--- src/rtl/hc_core.sv ---
// rtl/hc_core.sv - parametrised HC stack-machine CPU core with external fetch and data ports
module hc_core #(
   parameter int DATA_W      = 8,
   parameter int STACK_DEPTH = 3,
   parameter int ADDR_W      = 16
) (
   input  logic                          clk,
   input  logic                          rst,
   output logic                          imem_req,
   output logic [ADDR_W-1:0]             imem_addr,
   input  logic [7:0]                    imem_rdata,
   input  logic                          imem_ack,
   output logic                          dmem_req,
   output logic                          dmem_we,
   output logic [ADDR_W-1:0]             dmem_addr,
   output logic [DATA_W-1:0]             dmem_wdata,
   input  logic [DATA_W-1:0]             dmem_rdata,
   input  logic                          dmem_ack,
   output logic [ADDR_W-1:0]             pc_out,
   output logic [DATA_W*STACK_DEPTH-1:0] stack_out,
   output logic [1:0]                    flags_out,
   output logic                          retire
);

   typedef enum logic [1:0] {S_INIT, S_FETCH, S_EXEC, S_MEM} state_t;

   state_t              state_q, state_d;
   logic [ADDR_W-1:0]   pc_q, pc_d;
   logic [7:0]          ir_q, ir_d;
   logic [DATA_W-1:0]   stk_q [STACK_DEPTH];
   logic [DATA_W-1:0]   stk_d [STACK_DEPTH];
   logic                c_q, c_d;
   logic                z_q, z_d;
   logic                c_pend_q, c_pend_d;
   logic                imem_req_q, imem_req_d;
   logic                dmem_req_q, dmem_req_d;
   logic                dmem_we_q, dmem_we_d;
   logic [ADDR_W-1:0]   dmem_addr_q, dmem_addr_d;
   logic [DATA_W-1:0]   dmem_wdata_q, dmem_wdata_d;
   logic                retire_q, retire_d;

   logic [3:0]          op;
   logic [3:0]          imm;
   logic [2:0]          sel;
   logic [2:0]          cond;
   logic [DATA_W-1:0]   a;
   logic [DATA_W-1:0]   b;
   logic [ADDR_W-1:0]   ab_addr;
   logic [ADDR_W-1:0]   r_addr;
   logic [DATA_W:0]     sum;
   logic [DATA_W:0]     diff;
   logic [DATA_W-1:0]   alu_res;
   logic                alu_c;
   logic                taken;
   logic                do_push;
   logic [DATA_W-1:0]   push_val;

   assign op      = ir_q[7:4];
   assign imm     = ir_q[3:0];
   assign sel     = ir_q[6:4];
   assign cond    = ir_q[2:0];
   assign a       = stk_q[0];
   assign b       = stk_q[1];
   assign ab_addr = ADDR_W'({b, a});
   assign r_addr  = ADDR_W'(imm);
   assign sum     = {1'b0, a} + {1'b0, b};
   assign diff    = {1'b0, a} - {1'b0, b};

   // ALU for the store group; carry is only meaningful for ADD and SUB
   always_comb begin
      alu_res = '0;
      alu_c   = 1'b0;
      case (sel)
         3'b001: begin alu_res = sum[DATA_W-1:0];  alu_c = sum[DATA_W];   end
         3'b010: begin alu_res = diff[DATA_W-1:0]; alu_c = ~diff[DATA_W]; end
         3'b011: alu_res = a & b;
         3'b100: alu_res = a | b;
         3'b101: alu_res = a ^ b;
         3'b110: alu_res = a;
         3'b111: alu_res = b;
         default: alu_res = '0;
      endcase
   end

   // jump condition from the committed flags
   always_comb begin
      case (cond)
         3'b000:  taken = 1'b1;
         3'b010:  taken = c_q;
         3'b011:  taken = ~c_q;
         3'b100:  taken = z_q;
         3'b101:  taken = ~z_q;
         default: taken = 1'b0;
      endcase
   end

   // next-state logic for the fetch/exec/mem sequencer and all architectural state
   always_comb begin
      state_d      = state_q;
      pc_d         = pc_q;
      ir_d         = ir_q;
      c_d          = c_q;
      z_d          = z_q;
      c_pend_d     = c_pend_q;
      imem_req_d   = imem_req_q;
      dmem_req_d   = dmem_req_q;
      dmem_we_d    = dmem_we_q;
      dmem_addr_d  = dmem_addr_q;
      dmem_wdata_d = dmem_wdata_q;
      retire_d     = 1'b0;
      do_push      = 1'b0;
      push_val     = '0;
      for (int k = 0; k < STACK_DEPTH; k++) stk_d[k] = stk_q[k];

      case (state_q)
         S_INIT: begin
            state_d    = S_FETCH;
            imem_req_d = 1'b1;
         end
         S_FETCH: begin
            if (imem_ack) begin
               ir_d       = imem_rdata;
               imem_req_d = 1'b0;
               state_d    = S_EXEC;
            end
         end
         S_EXEC: begin
            if (!op[3]) begin
               // SC (sel 000) or ALU store; operands latched so they stay stable during MEM
               dmem_req_d   = 1'b1;
               dmem_we_d    = 1'b1;
               dmem_addr_d  = (sel == 3'b000) ? ab_addr : r_addr;
               dmem_wdata_d = (sel == 3'b000) ? stk_q[2] : alu_res;
               c_pend_d     = alu_c;
               state_d      = S_MEM;
            end else if (op[3:1] == 3'b100) begin
               dmem_req_d  = 1'b1;
               dmem_we_d   = 1'b0;
               dmem_addr_d = op[0] ? r_addr : ab_addr;
               state_d     = S_MEM;
            end else begin
               pc_d       = pc_q + ADDR_W'(1);
               retire_d   = 1'b1;
               imem_req_d = 1'b1;
               state_d    = S_FETCH;
               if (op == 4'b1010) begin
                  do_push  = 1'b1;
                  push_val = {a[DATA_W-1:4], imm};
               end else if (op[3:1] == 3'b110) begin
                  stk_d[0] = {a[DATA_W-5:0], imm};
               end else if (op[3:1] == 3'b111) begin
                  if (taken) pc_d = ab_addr;
               end
            end
         end
         S_MEM: begin
            if (dmem_ack) begin
               dmem_req_d = 1'b0;
               dmem_we_d  = 1'b0;
               pc_d       = pc_q + ADDR_W'(1);
               retire_d   = 1'b1;
               imem_req_d = 1'b1;
               state_d    = S_FETCH;
               if (dmem_we_q) begin
                  z_d = (dmem_wdata_q == '0);
                  if (sel == 3'b001 || sel == 3'b010) c_d = c_pend_q;
               end else begin
                  do_push  = 1'b1;
                  push_val = dmem_rdata;
               end
            end
         end
         default: state_d = S_INIT;
      endcase

      if (do_push) begin
         for (int k = STACK_DEPTH - 1; k > 0; k--) stk_d[k] = stk_q[k-1];
         stk_d[0] = push_val;
      end
   end

   // state registers with asynchronous abort on reset
   always_ff @(posedge clk or posedge rst) begin
      if (rst) begin
         state_q      <= S_INIT;
         pc_q         <= '0;
         ir_q         <= '0;
         c_q          <= 1'b0;
         z_q          <= 1'b0;
         c_pend_q     <= 1'b0;
         imem_req_q   <= 1'b0;
         dmem_req_q   <= 1'b0;
         dmem_we_q    <= 1'b0;
         dmem_addr_q  <= '0;
         dmem_wdata_q <= '0;
         retire_q     <= 1'b0;
         for (int k = 0; k < STACK_DEPTH; k++) stk_q[k] <= '0;
      end else begin
         state_q      <= state_d;
         pc_q         <= pc_d;
         ir_q         <= ir_d;
         c_q          <= c_d;
         z_q          <= z_d;
         c_pend_q     <= c_pend_d;
         imem_req_q   <= imem_req_d;
         dmem_req_q   <= dmem_req_d;
         dmem_we_q    <= dmem_we_d;
         dmem_addr_q  <= dmem_addr_d;
         dmem_wdata_q <= dmem_wdata_d;
         retire_q     <= retire_d;
         for (int k = 0; k < STACK_DEPTH; k++) stk_q[k] <= stk_d[k];
      end
   end

   assign imem_req   = imem_req_q;
   assign imem_addr  = pc_q;
   assign dmem_req   = dmem_req_q;
   assign dmem_we    = dmem_we_q;
   assign dmem_addr  = dmem_addr_q;
   assign dmem_wdata = dmem_wdata_q;
   assign pc_out     = pc_q;
   assign flags_out  = {c_q, z_q};
   assign retire     = retire_q;

   for (genvar g = 0; g < STACK_DEPTH; g++) begin : g_stack_out
      assign stack_out[g*DATA_W +: DATA_W] = stk_q[g];
   end

endmodule

--- config.mk ---
export PLATFORM = sky130hd
export DESIGN_NAME = hc_core
export DESIGN_NICKNAME = d
export VERILOG_FILES = /design/src/rtl/hc_core.sv
export SDC_FILE = /design/constraint.sdc
export NUM_CORES = 1
export LEC_CHECK = 0
export ABC_AREA = 1
export BUFFER_PORTS_ARGS = -buffer_cell sky130_fd_sc_hd__buf_2
export CORE_UTILIZATION = 40
export CTS_BUF_LIST = sky130_fd_sc_hd__clkbuf_8 sky130_fd_sc_hd__clkbuf_16
export CTS_CLUSTER_SIZE = 40
export DETAILED_ROUTE_END_ITERATION = 8
export GPL_TIMING_DRIVEN = 0
export PLACE_DENSITY = 0.72
export SLEW_MARGIN = 20
export SYNTH_ARGS = -nofsm -noshare
export SYNTH_HDL_FRONTEND = slang
export SYNTH_SLANG_ARGS = --single-unit
--- constraint.sdc ---
create_clock -name clk -period 2.85 [get_ports clk]
set_input_delay 0.285 -clock clk [delete_from_list [all_inputs] [get_ports clk]]
set_output_delay 0.285 -clock clk [all_outputs]
set_load 0.005 [all_outputs]
Word-level counts from Yosys, hierarchy flattened. Index checks and enable logic that the tools add are counted.

Flip-flop bits (word level): 81. Input port bits: 20.

Add/sub/neg operators: 3. Equality and inequality tests: 27. Muxes and demuxes: 55. Bitwise operators: 7. Reduce and logical (&&, ||, !) cells: 20.

Operators with widths (count): 2-to-1 mux 16 bit (11); 2-to-1 mux 8 bit (11); case mux 8 bit (7 select lines) (1); case mux 16 bit (2 select lines) (1); == test 3 bit, second input constant (9); 2-to-1 mux 24 bit (1); 2-to-1 mux 1 bit (17); adder 16 x 1 -> 16 bit, second input constant (1); case mux 8 bit (2 select lines) (1); == test 3 x 2 -> 1 bit, second input constant (4); inequality test 2 bit, second input constant (6); AND reduction 4 bit (3); case mux 1 bit (2 select lines) (5); adder 8 x 8 -> 9 bit (1); subtractor 8 x 8 -> 9 bit (1); bitwise AND 8 bit (1); zero test 8 bit (1); 2-to-1 mux 2 bit (4); bitwise OR 8 bit (1); case mux 2 bit (4 select lines) (1); AND reduction 2 bit (4); nonzero test 2 bit (4); XOR 8 bit (1); zero test 3 bit (2); other kinds (15) (20).

Longest topological paths before layout.
Depth after elaboration: 9. Depth in mapped cells: 14. Mapped depth without buffers: 14.

Worst setup path after synthesis. No wires, ideal clock.

Path kind: register to register. Start point: reg stk_q, in the netlist a[0]. End point: reg c_pend_q. Data arrival time: 1816 ps. Path slack: 902 ps. Stages on the path, launching flop included: 15. Buffers on the path: 0. Clock period less this slack: 1948 ps. Cells stage by stage: dfrtp_1 > inv_1 > ha_1 > inv_1 > fa_1 > inv_1 > nor2_1 > o21ai_0 > nand2_1 > nand3_1 > nand2_1 > nand2_1 > nand2_1 > nand2_1 > o21ai_0.

Longest elaborated chain between the ends: 3. Elaborated cells between the ends (all ways): 4. Classes of those cells: add/sub: 2; mux: 1; bitwise: 1.

Ends and longest elaborated chain: start: declaration (line 30) `logic [DATA_W-1:0] stk_q [STACK_DEPTH];`; subtractor 8 x 8 -> 9 bit (line 67) `assign diff = {1'b0, a} - {1'b0, b};`; NOT 1 bit (line 75) `3'b010: begin alu_res = diff[DATA_W-1:0]; alu_c = ~diff[DATA_W]; end`; case mux 1 bit (2 select lines) (*) (line 73) `case (sel)`; end signal: assignment (line 204) `c_pend_q <= c_pend_d;`; end: declaration (line 34) `logic c_pend_q, c_pend_d;`.

Mark *: on every way between the ends. The rest lies on a longest branch, timed or not. A chain may end at the register's enable or synchronous reset.

Worst setup path in the final report. Same ends and word-level chain as after synthesis.

==> run metrics <==
core area=~13000 µm²; Max clock buf depth=2; # diodes=0; Post-synth EDFFs=0; peak supply drop=0.000431 V; flop2flop setup slack=0.35 ns; Syn Nets=801; RSZ-0062 raised after global routing=false; ys async rst share=1.00; All-Layer GR Usage=0.243; DRT antenna net count=0; fin crit share=0.877; Hold Vio Cnt, Final=0; Final #Nets=about 920; total number of vias=5368; Max Freq=400 MHz; CP required=approximately 3 ns; worst hold path type=in2reg; Util after Layout=0.492; adder-cell share of the synthesized area=0.0737; Hold Path Sink=ir_q[3]; pre-CTS setup slack=roughly 0.43 ns; slew at the pin closest to its max-slew limit=0.624 ns; skew final=0.0111 ns; Yosys cell types=45; Ports=between 100 and 150; status=finished, final reports clean; share of cells above drive strength 1=0.219; pin count of the biggest net entering global routing=58; cells after synthesis=750; GPL Wtd Cong=0.956; most frequent cells in the layout=202 x nand2_1, 111 x buf_2, 81 x dfrtp_1; I/O Buffers=about 110; Synth Area in XOR/XNOR=0.0114; MaxCap Viol Count=0; synth warn=0; Synth-to-Final Area Change=19.7%; Vias/cell=5.12; Static Leakage=3.47 nW; first drt pass iteration count=6; post-route setup slack=0.352 ns; # resized after CTS=0; PD cells=1200 nW/µm²; CP cell instances=inv_1, ha_1, inv_1, fa_1, inv_1, nor2_1, o21ai_0, nand2_1, nand3_1, nand2_1, nand2_1, nand2_1, nand2_1, o21ai_0; Crit path largest cell delay=0.44 ns; die width=roughly 120 µm; DRC errors left=0; Max FO, Critical Path=7; most common cell after layout, fill and taps aside=nand2_1; first-pass GRT wire length=approximately 26000 µm; mux share of post-synthesis cell area=0.00206; Detailed Route WL=around 16000 µm; Detail Placement HPWL=12600 µm; setup TNS=0 ns; relative slew slack=0.582; Clk Latency, worst-skew pair=0.36 ns; most frequent CP cell=nand2_1; largest family of logic cells by synthesized area=simple AND/OR/NAND/NOR gates; Num Clock Sinks=81; worst flop-to-flop path startpoint=a[0]; gr ovfl total=0; die area=~14000 µm²; initial core utilization=0.411; Iter 0 DRT Violations=416; Most used DFF post-synth=dfrtp_1; vias in the first global route=between 4k and 5k; Clk Tree Root Cell=clkbuf_16; Setup CP Type=reg2reg; Hold Path Cell Cnt=2; minimum clock period after layout=2.50 ns; kind of start point of the critical path=register; TritonCTS buffer count=9; crit path DAT=about 2.7 ns; standard-cell rows=between 40 and 50; compound-gate portion of the synthesized area=0.133; TritonCTS clock tree=yes; nature of the critical path endpoint=register; H-tree depth=3; register area share after synthesis=0.371; clock slew at reported path FFs=0.06 ns; drt wl/cell=approximately 16 µm; final setup violation count=0; Crit-path slowest cell=dfrtp_1; post-synthesis simple-gate area fraction=0.302; hold wc startpoint=imem_rdata[3]; syn avg cell area=roughly 7.3 µm²; worst r2r dst=c_pend_q; initial antenna violation count=0; Post-Syn Area=5470 µm²; max-slew violations=0; reg2reg path depth=14; post-synthesis register bit count=81; Die H=~120 µm
-- critical path, delay by kind of cell (launching register included) --
kind                     cells  cell delay, ns
adder cells (fa/ha/maj)      2            0.66
AND/OR/NAND/NOR              7            0.52
flip-flops                   1            0.44
buffers and inverters        3            0.38
AO/OA/AOI/OAI                2            0.36
-- timing repair --
item,4_1_cts,5_1_grt
endpoints found under the setup margin,0,0
hold buffers,1,0
endpoints found under the hold margin,24,0
setup buffers,0,0
-- layout make-up --
class	instances	area, µm²
Fill cell	1340	6750
Multi-Input combinational cell	537	2860
Sequential cell	81	2030
Timing Repair Buffer	107	563
Inverter	94	355
Buffer	38	233
Clock buffer	9	225
Tap cell	176	220
Clock inverter	7	63.8
-- through the flow --
stage / std cells / hold WS (ns) / total power, W / area [µm²]
after floorplan: 750 / 0.436 / 0.00509 / 5470
after global placement: 1031 / 0.471 / 0.00660 / 6210
after detailed placement: 1032 / 0.285 / 0.00664 / 6240
after CTS: 1049 / 0.166 / 0.00782 / 6540
after global routing: 1049 / 0.186 / 0.00856 / 6540
final: 1049 / 0.164 / 0.00786 / 6540
-- sequential cells by signal (all words and copies together), names as in the netlist, 2 cells and up --
signal	count
a	8
imem_addr	16
b	8
dmem_wdata	8
dmem_addr	16
state_q	2
ir_q	8
stack_out	8
-- cells in the mapped netlist (all sizes together) (3+ instances only) --
master  count  area [µm²]
nand4      15        93.8
nor3       11        55.1
clkbuf     11        41.3
nand3      76         430
nor2       55         226
a21oi      28         155
o21ai      86         442
nand3b      3        26.3
o22ai       6        51.3
or2         4        25.0
nand2     204         776
dfrtp      81        2030
xnor2       3        26.3
buf        27         191
ha         29         363
inv        93         349
-- report_power, final --
part	switching [W]	internal [W]
logic	0.00283	0.00167
clock network	0.000491	0.000671
registers	0.000577	0.00162
total	0.00390	0.00396
-- logic make-up (layout without fill, tap and decap cells) --
| logic type | Yosys count | in the layout |
|---|---|---|
| xor+xnor | 5 | 5 |
| simple gates | 371 | 371 |
| fa+ha+maj | 31 | 31 |
| mux | 1 | 1 |
| flops | 81 | 81 |
| compound gates | 129 | 129 |
| buf+inv | 132 | 255 |
-- how the worst max path moves through the flow --
stage / depth (start not counted) / end / from / slack (ns)
after floorplan: 1 / a[0] / rst / 0.48
after global placement: 2 / dmem_wdata[4] / rst / -0.52
after detailed placement: 14 / c_pend_q / a[0] / 0.43
after CTS: 14 / c_pend_q / a[0] / 0.40
after global routing: 14 / c_pend_q / a[0] / 0.20
final: 14 / c_pend_q / a[0] / 0.35
-- per-layer routing --
layer / part of all wire / track usage
met5: 0 / 0
met1: 0.47 / 0.346
met3: 0.062 / 0.0498
met2: 0.45 / 0.364
met4: 0.019 / 0.0870
(Power assumes the default switching activity.)
